`config.mk`:
```
export PLATFORM = sky130hd
export DESIGN_NAME = writeback_unit
export DESIGN_NICKNAME = d
export VERILOG_FILES = /design/src/rtl/wb_pkg.sv /design/src/rtl/writeback_unit_if.sv /design/src/rtl/wb_holder.sv /design/src/rtl/writeback_unit.sv
export SDC_FILE = /design/constraint.sdc
export NUM_CORES = 1
export LEC_CHECK = 0
export CORE_MARGIN = 3
export CORE_UTILIZATION = 45
export CTS_CLUSTER_DIAMETER = 100
export DETAILED_ROUTE_END_ITERATION = 10
export GPL_TIMING_DRIVEN = 1
export HOLD_SLACK_MARGIN = 0.05
export PLACE_DENSITY = 0.87
export SKIP_CTS_REPAIR_TIMING = 1
export SYNTH_ARGS = -nofsm -noshare
export SYNTH_HDL_FRONTEND = slang
export SYNTH_SLANG_ARGS = --single-unit
export TNS_END_PERCENT = 5
```
`constraint.sdc`:
```
create_clock -name clock -period 2 [get_ports clock]
set_input_delay 0.3 -clock clock [delete_from_list [all_inputs] [get_ports clock]]
set_output_delay 0.3 -clock clock [all_outputs]
set_load 0.05 [all_outputs]
```
`src/rtl/wb_pkg.sv`:
```
// Shared types and constants for the writeback unit: result record, source indices
// and a one-hot helper used by the pending-destination bitmaps.
package wb_pkg;
  localparam int unsigned WB_DATA_WIDTH    = 8;
  localparam int unsigned WB_VECTOR_SIZE   = 6;
  localparam int unsigned WB_REGNUM        = 16;
  localparam int unsigned WB_ADDRESS_WIDTH = $clog2(WB_REGNUM);

  localparam logic SRC_EX  = 1'b0;
  localparam logic SRC_MEM = 1'b1;

  typedef struct packed {
    logic                                            isVector;
    logic [WB_ADDRESS_WIDTH-1:0]                     address;
    logic [WB_DATA_WIDTH-1:0]                        scalarData;
    logic [WB_VECTOR_SIZE-1:0][WB_DATA_WIDTH-1:0]    vectorData;
  } wb_result_t;

  function automatic logic [WB_REGNUM-1:0] wb_onehot(input logic en,
                                                     input logic [WB_ADDRESS_WIDTH-1:0] addr);
    wb_onehot       = '0;
    wb_onehot[addr] = en;
  endfunction
endpackage

```
`src/rtl/writeback_unit_if.sv`:
```
// Valid/ready result channel from one pipeline source into a writeback holder.
interface writeback_unit_if;
  import wb_pkg::*;

  logic       valid;
  logic       ready;
  wb_result_t result;

  modport master (output valid, output result, input ready);
  modport slave  (input valid, input result, output ready);
endinterface

```
`src/rtl/wb_holder.sv`:
```
// One-entry result buffer. Ready while empty or while being drained this cycle,
// so a granted holder can refill on the same edge.
module wb_holder
  import wb_pkg::*;
(
  input  logic                    clk,
  input  logic                    rst_n,
  writeback_unit_if.slave         src,
  input  logic                    clear,
  output logic                    full,
  output wb_result_t              entry
);
  logic       full_q, full_d;
  wb_result_t entry_q, entry_d;
  logic       load;

  always_comb begin
    src.ready = !full_q || clear;
    load      = src.valid && src.ready;
    full_d    = full_q;
    entry_d   = entry_q;
    if (load) begin
      full_d  = 1'b1;
      entry_d = src.result;
    end else if (clear) begin
      full_d  = 1'b0;
    end
  end

  always_ff @(posedge clk or negedge rst_n) begin
    if (!rst_n) begin
      full_q  <= 1'b0;
      entry_q <= '0;
    end else begin
      full_q  <= full_d;
      entry_q <= entry_d;
    end
  end

  assign full  = full_q;
  assign entry = entry_q;
endmodule

```
`src/rtl/writeback_unit.sv`:
```
// Register-file write side: buffers one execute and one memory result, issues the older
// one per cycle onto the shared write port. Optional counters under WB_PERF_COUNTERS_EN.
module writeback_unit
  import wb_pkg::*;
#(
  parameter int unsigned DATA_WIDTH    = WB_DATA_WIDTH,
  parameter int unsigned VECTOR_SIZE   = WB_VECTOR_SIZE,
  parameter int unsigned REGNUM        = WB_REGNUM,
  parameter int unsigned ADDRESS_WIDTH = $clog2(REGNUM)
) (
  input  logic                              clock,
  input  logic                              reset,
  input  logic                              exValid,
  output logic                              exReady,
  input  logic                              exIsVector,
  input  logic [ADDRESS_WIDTH-1:0]          exAddress,
  input  logic [DATA_WIDTH-1:0]             exScalarData,
  input  logic [VECTOR_SIZE*DATA_WIDTH-1:0] exVectorData,
  input  logic                              memValid,
  output logic                              memReady,
  input  logic                              memIsVector,
  input  logic [ADDRESS_WIDTH-1:0]          memAddress,
  input  logic [DATA_WIDTH-1:0]             memScalarData,
  input  logic [VECTOR_SIZE*DATA_WIDTH-1:0] memVectorData,
  output logic                              writeEnableScalar,
  output logic                              writeEnableVector,
  output logic [ADDRESS_WIDTH-1:0]          writeAddress,
  output logic [DATA_WIDTH-1:0]             writeScalarData,
  output logic [VECTOR_SIZE*DATA_WIDTH-1:0] writeVectorData,
  output logic [REGNUM-1:0]                 pendingScalar,
  output logic [REGNUM-1:0]                 pendingVector
`ifdef WB_PERF_COUNTERS_EN
  ,
  output logic [31:0]                       scalarWriteCount,
  output logic [31:0]                       vectorWriteCount,
  output logic [31:0]                       stallCount
`endif
);
  writeback_unit_if ex_bus ();
  writeback_unit_if mem_bus ();

  assign ex_bus.valid   = exValid;
  assign ex_bus.result  = '{isVector: exIsVector, address: exAddress,
                            scalarData: exScalarData, vectorData: exVectorData};
  assign exReady        = ex_bus.ready;
  assign mem_bus.valid  = memValid;
  assign mem_bus.result = '{isVector: memIsVector, address: memAddress,
                            scalarData: memScalarData, vectorData: memVectorData};
  assign memReady       = mem_bus.ready;

  logic [1:0] full, grant;
  wb_result_t held [2];
  wb_result_t issue;

  wb_holder u_ex_holder (.clk(clock), .rst_n(reset), .src(ex_bus),
                         .clear(grant[SRC_EX]), .full(full[SRC_EX]), .entry(held[SRC_EX]));
  wb_holder u_mem_holder (.clk(clock), .rst_n(reset), .src(mem_bus),
                          .clear(grant[SRC_MEM]), .full(full[SRC_MEM]), .entry(held[SRC_MEM]));

  // age_q = 1 means the mem holder is the older of two full holders
  logic age_q, age_d;

  always_comb begin
    grant = '0;
    if (full[SRC_MEM] && (!full[SRC_EX] || age_q)) grant[SRC_MEM] = 1'b1;
    else if (full[SRC_EX])                         grant[SRC_EX]  = 1'b1;
    issue = grant[SRC_MEM] ? held[SRC_MEM] : held[SRC_EX];
  end

  // A holder kept full across the edge predates anything loaded alongside it
  always_comb begin
    age_d = age_q;
    if (full[SRC_EX] && !grant[SRC_EX])                    age_d = 1'b0;
    else if ((full[SRC_MEM] && !grant[SRC_MEM]) ||
             (exValid && exReady && memValid && memReady)) age_d = 1'b1;
  end

  logic                              we_s_q, we_s_d, we_v_q, we_v_d;
  logic [ADDRESS_WIDTH-1:0]          addr_q, addr_d;
  logic [DATA_WIDTH-1:0]             sdata_q, sdata_d;
  logic [VECTOR_SIZE*DATA_WIDTH-1:0] vdata_q, vdata_d;

  always_comb begin
    we_s_d  = 1'b0;
    we_v_d  = 1'b0;
    addr_d  = addr_q;
    sdata_d = sdata_q;
    vdata_d = vdata_q;
    if (|grant) begin
      addr_d = issue.address;
      if (issue.isVector) begin
        we_v_d  = 1'b1;
        vdata_d = issue.vectorData;
      end else begin
        we_s_d  = 1'b1;
        sdata_d = issue.scalarData;
      end
    end
  end

  always_ff @(posedge clock or negedge reset) begin
    if (!reset) begin
      age_q   <= 1'b0;
      we_s_q  <= 1'b0;
      we_v_q  <= 1'b0;
      addr_q  <= '0;
      sdata_q <= '0;
      vdata_q <= '0;
    end else begin
      age_q   <= age_d;
      we_s_q  <= we_s_d;
      we_v_q  <= we_v_d;
      addr_q  <= addr_d;
      sdata_q <= sdata_d;
      vdata_q <= vdata_d;
    end
  end

  assign writeEnableScalar = we_s_q;
  assign writeEnableVector = we_v_q;
  assign writeAddress      = addr_q;
  assign writeScalarData   = sdata_q;
  assign writeVectorData   = vdata_q;

  assign pendingScalar =
      wb_onehot(full[SRC_EX]  && !held[SRC_EX].isVector,  held[SRC_EX].address) |
      wb_onehot(full[SRC_MEM] && !held[SRC_MEM].isVector, held[SRC_MEM].address);
  assign pendingVector =
      wb_onehot(full[SRC_EX]  && held[SRC_EX].isVector,   held[SRC_EX].address) |
      wb_onehot(full[SRC_MEM] && held[SRC_MEM].isVector,  held[SRC_MEM].address);

`ifdef WB_PERF_COUNTERS_EN
  logic [31:0] swc_q, swc_d, vwc_q, vwc_d, stall_q, stall_d;

  always_comb begin
    swc_d   = swc_q;
    vwc_d   = vwc_q;
    stall_d = stall_q;
    if (we_s_d && (swc_q != '1)) swc_d = swc_q + 32'd1;
    if (we_v_d && (vwc_q != '1)) vwc_d = vwc_q + 32'd1;
    if (((exValid && !exReady) || (memValid && !memReady)) && (stall_q != '1))
      stall_d = stall_q + 32'd1;
  end

  always_ff @(posedge clock or negedge reset) begin
    if (!reset) begin
      swc_q   <= '0;
      vwc_q   <= '0;
      stall_q <= '0;
    end else begin
      swc_q   <= swc_d;
      vwc_q   <= vwc_d;
      stall_q <= stall_d;
    end
  end

  assign scalarWriteCount = swc_q;
  assign vectorWriteCount = vwc_q;
  assign stallCount       = stall_q;
`endif
endmodule

```
* After elaboration in Yosys (flattened, before gate mapping)
Cells that the tools add are included.
** Cells by class
- Bitwise operators :: 7
- Multiplexer cells :: 18
- Reductions and logical operators :: 29
- Magnitude comparators :: 4
** Operator list (count)
- $and A16 B16 Y16 :: 4
- $mux W61 :: 1
- $or A16 B16 Y16 :: 2
- $mux W1 :: 15
- $logic_and A1 B1 Y1 :: 13
- $lt A4 B5 Y1 const B :: 2
- $demux W1 S4 :: 2
- $ge A4 B1 Y1 const B :: 2
- $logic_not A1 Y1 :: 6
- $reduce_bool A2 Y1 :: 3
- $logic_or A1 B1 Y1 :: 4
- $reduce_and A2 Y1 :: 2
- $reduce_or A2 Y1 :: 1
- $not A1 Y1 :: 1
** Storage, ports and cells
- Output and inout bits :: 96
- Register bits after elaboration :: 187
- Bits of input ports :: 126
- Word-level logic and storage cells :: 84

* Logic depth before layout (Yosys ltp)
- Word-level depth :: 11
- Mapped depth :: 7
- Gate-level depth less buffers :: 4

* Cells and area by module
Synthesis repeated with hierarchy kept, for this count alone.
** Second synthesis, totals
- Cell total of the unflattened synthesis :: 612
- Area, all modules :: 8464.4 um^2
** By module, submodules not included
- wb_holder :: instances 2, area each 2562.5 um^2, cells an instance 132, sequential area each 1551.5 um^2
- writeback_unit :: instances 1, area each 3339.5 um^2, cells an instance 348, sequential area each 1576.5 um^2

* Worst setup path before layout
No wires, ideal clock.
- Path kind :: register to output
- Start :: reg u_ex_holder.full_q (netlist: u_ex_holder.full)
- End :: out pendingScalar[11]
- Stages on the path, launching flop included :: 5
- Data required time :: 1.700 ns
- Path buffers :: 1
- Slack :: -0.021 ns
- Arrival time :: 1.721 ns
- Cell sequence :: dfrtp_1 buf_4 nor2b_1 nand3_1 o22ai_1
** On the way
- Longest elaborated chain between the ends :: 3
** Ends and longest elaborated chain
- start: declaration :: line wb_holder.sv:13 : logic full_q, full_d;
- start signal: assignment :: line wb_holder.sv:35 : full_q <= full_d;
- $logic_and A1 B1 Y1 :: line writeback_unit.sv:126 : wb_onehot(full[SRC_EX] && !held[SRC_EX].isVector, held[SRC_EX].address) |
- $and A16 B16 Y16 (no line)
- $or A16 B16 Y16 :: line writeback_unit.sv:126
- end: declaration :: line writeback_unit.sv:30 : output logic [REGNUM-1:0] pendingScalar,
No other way between the ends.

* Worst setup path in the final report
- Start :: reg u_mem_holder.entry_q (netlist bit u_mem_holder.entry[57])
- End :: out pendingVector[12]
** On the way
- Longest elaborated chain between the ends :: 6
- Elaborated cells on any way between the ends :: 7
- Classes of those cells :: order compare: 2; mux: 2; bitwise: 2; reduce/logical: 1
** Ends and longest elaborated chain
- start: declaration :: line wb_holder.sv:14 : wb_result_t entry_q, entry_d;
- start signal: assignment :: line wb_holder.sv:36 : entry_q <= entry_d;
- $lt A4 B5 Y1 (not written as such) / $ge A4 B1 Y1 (equally long branches) :: line wb_pkg.sv:22 : wb_onehot[addr] = en;
- $logic_and A1 B1 Y1 (not written as such) :: line wb_pkg.sv:22
- $mux W1 (not written as such) :: line wb_pkg.sv:22
- $demux W1 S4 * :: line wb_pkg.sv:22
- $and A16 B16 Y16 (no line) *
- $or A16 B16 Y16 * :: line writeback_unit.sv:129 : wb_onehot(full[SRC_EX] && held[SRC_EX].isVector, held[SRC_EX].address) |
- end: declaration :: line writeback_unit.sv:31 : output logic [REGNUM-1:0] pendingVector
Every way passes the cells marked *; elsewhere a longest branch is shown, timed or not.

==> results.cfg <==
[worst_setup_path]
rr_endpoint = writeVectorData[8]
cp-start-kind = flop
critical_path_required_ns = 1.70
end_kind = output port
r2r_cells = 7
cp_max_fo = 6
arrival_ns = 1.79
critPathKind = flop to output port
rrSetupSlack_ns = 0.14
r2r_start = u_mem_holder.full

[global_route]
grt_pass1_vias = 5880
grt_use_total_pct = 20.3
grt_pass1_wl_mm = 31.2
grt-ovfl-total = 0
antenna_found_initial = 0
grt_max_degree = 98

[sta]
setup_viol = 24
tns_ns = -0.775
slew_viol_final = 0
final.min_clock_period_ns = 2.09
slew_headroom_pct = 62.2
fin_crit_sh_pct = 105
grt_setup_unrepaired = yes
worstMarginPinSlew_ns = 0.565
worst_slack_ns = -0.0908
final-hold-violation-count = 0
hold_slack_ns = 0.400
fmax_ghz = 0.478
finalClockSkew_ns = 0.00890

[finish]
design_area_mm2 = 0.0119
nets = 969
layout_commonest_cell = clkdlybuf4s50_1
post-route-util_pct = 69.0
drive_gt1_share_pct = 33.9
syn_to_final_growth_pct = 49.5
regArea_mm2 = 0.00469
multi_input_area_mm2 = 0.00346
layout_common_cells = clkdlybuf4s50_1, dfrtp_1, mux2_2
nFillCells = 1169
layout.cells.non_filler = 1081
n_antenna_cell = 0

[detailed_routing]
detail_route.first_pass.iterations = 4
via_per_inst = 5.32
via_count = 5754
antenna_left = 0
drt_iter0_drc = 264
wirelength_mm = 21.5
drc = 0
avgRoutedWirePerCell_um = 19.9

[cts]
clk_path_buf_depth = 2
clk_latency_ns = 0.42
root_buffer = clkbuf_16
path_clk_slew_ns = 0.07
numCtsBuffers = 17
cts_tree = built
clkSinkCount = 187
htree_levels = 4

[logic_synthesis]
yosysWarnings = 0
synth_area_leaders = dfrtp_1, mux2_2, mux2i_1
ys_seq_elements = 187
synth_cell_types = 28
postSynthAreaPerCell_um2 = 13.0
synthesis.nets = 738
seq_area_frac_synth_pct = 58.7
yosysTopAreaCell = dfrtp_1
synthCells = 612
synth_top_area_share_pct = 58.7
netlist_area_mm2 = 0.00798

[status]
status = finished, violations left
violations = setup timing

[place]
gp_congestion = 0.841
placed_cell_area_mm2 = 0.0107
place_inst = 1033
portBuffers = 221
hpwl_mm = 13.8

[hold_path]
hp-class = input port to asynchronous set/reset pin

[pwr]
p_leak_uw = 0.00499
irDropWorstVdd_v = 0.000855
power.density_mw_per_mm2 = 1420

[die]
fp-row-count = 48
start_util_pct = 46.1
dieArea_mm2 = 0.0194
die_y_um = 139
io_pins = 222
core_mm2 = 0.0173
die_x_um = 139

[job]
maxCapViolations = 0
cells in the mapped netlist (all sizes together):
master	n
mux2	122
a32oi	1
mux2i	60
nand4	2
nor2	11
nand2b	7
nand3	9
o221a	4
inv	4
a32o	1
o21ai	48
dfrtp	187
nand2	64
or2	3
a21oi	9
clkbuf	11
o22ai	32
buf	30
nor2b	5
a21boi	2
sequential cells by signal (all words and copies together), names as in the netlist:
register	cells
u_mem_holder.full	1
u_ex_holder.entry	61
age_q	1
u_mem_holder.entry	61
writeVectorData	48
u_ex_holder.full	1
writeScalarData	8
writeAddress	4
writeEnableVector	1
writeEnableScalar	1
kinds of logic (layout without fill, tap and decap cells):
group | count (synthesis) | in the layout | share of synthesized area (%)
and+or+nand+nor | 101 | 101 | 5.55
buffers and inverters | 45 | 289 | 3.73
muxes | 182 | 182 | 24.7
DFF | 187 | 187 | 58.7
AOI/OAI and AO/OA | 97 | 97 | 7.31
area by class of cell:
class | instances | share of cell area (%)
Clock buffer | 19 | 3.71
Multi-Input combinational cell | 380 | 29.0
Inverter | 4 | 0.126
Clock inverter | 13 | 1.12
Sequential cell | 187 | 39.3
Timing Repair Buffer | 253 | 24.4
Tap cell | 225 | 2.36
where the power goes:
part | switching (µW) | internal (µW)
clock | 1510 | 1790
combinational | 4690 | 3080
sequential | 816 | 5020
total | 7010 | 9890
per-stage QoR:
stage	worst slack [ns]	power (µW)
3_3_place_gp	0.215	12900
5_1_grt	-0.134	17700
4_1_cts	-0.323	16500
2_1_floorplan	-0.0205	10500
6_report	-0.0908	16900
3_5_place_dp	0.129	13100
how the worst max path moves through the flow:
| stage | start | endpoint | slack [ns] | cells after the start |
|---|---|---|---|---|
| floorplan | u_ex_holder.full | pendingScalar[11] | -0.02 | 4 |
| global placement | u_mem_holder.full | pendingScalar[2] | 0.21 | 5 |
| detailed placement | u_ex_holder.full | writeVectorData[13] | 0.13 | 4 |
| CTS | u_mem_holder.full | pendingScalar[15] | -0.32 | 5 |
| global route | u_mem_holder.entry[57] | pendingVector[12] | -0.13 | 4 |
| finish | u_mem_holder.entry[57] | pendingVector[12] | -0.09 | 4 |
critical path, stage by stage (launching register included):
cell,delay (ns)
dfrtp_2,0.48
nor2_2,0.22
nand3_2,0.20
o22ai_2,0.30
buf_12,0.18
metal layers:
metal | GRT usage, % | up-vias | share of wire (%)
li1 | - | 2637 | -
met4 | 6.08 | 0 | 2.6
met1 | 25.5 | 2870 | 40
met3 | 5.28 | 41 | 5.2
met2 | 34.8 | 206 | 52
met5 | 0 | - | 0
Power figures use the tool's default switching activity.
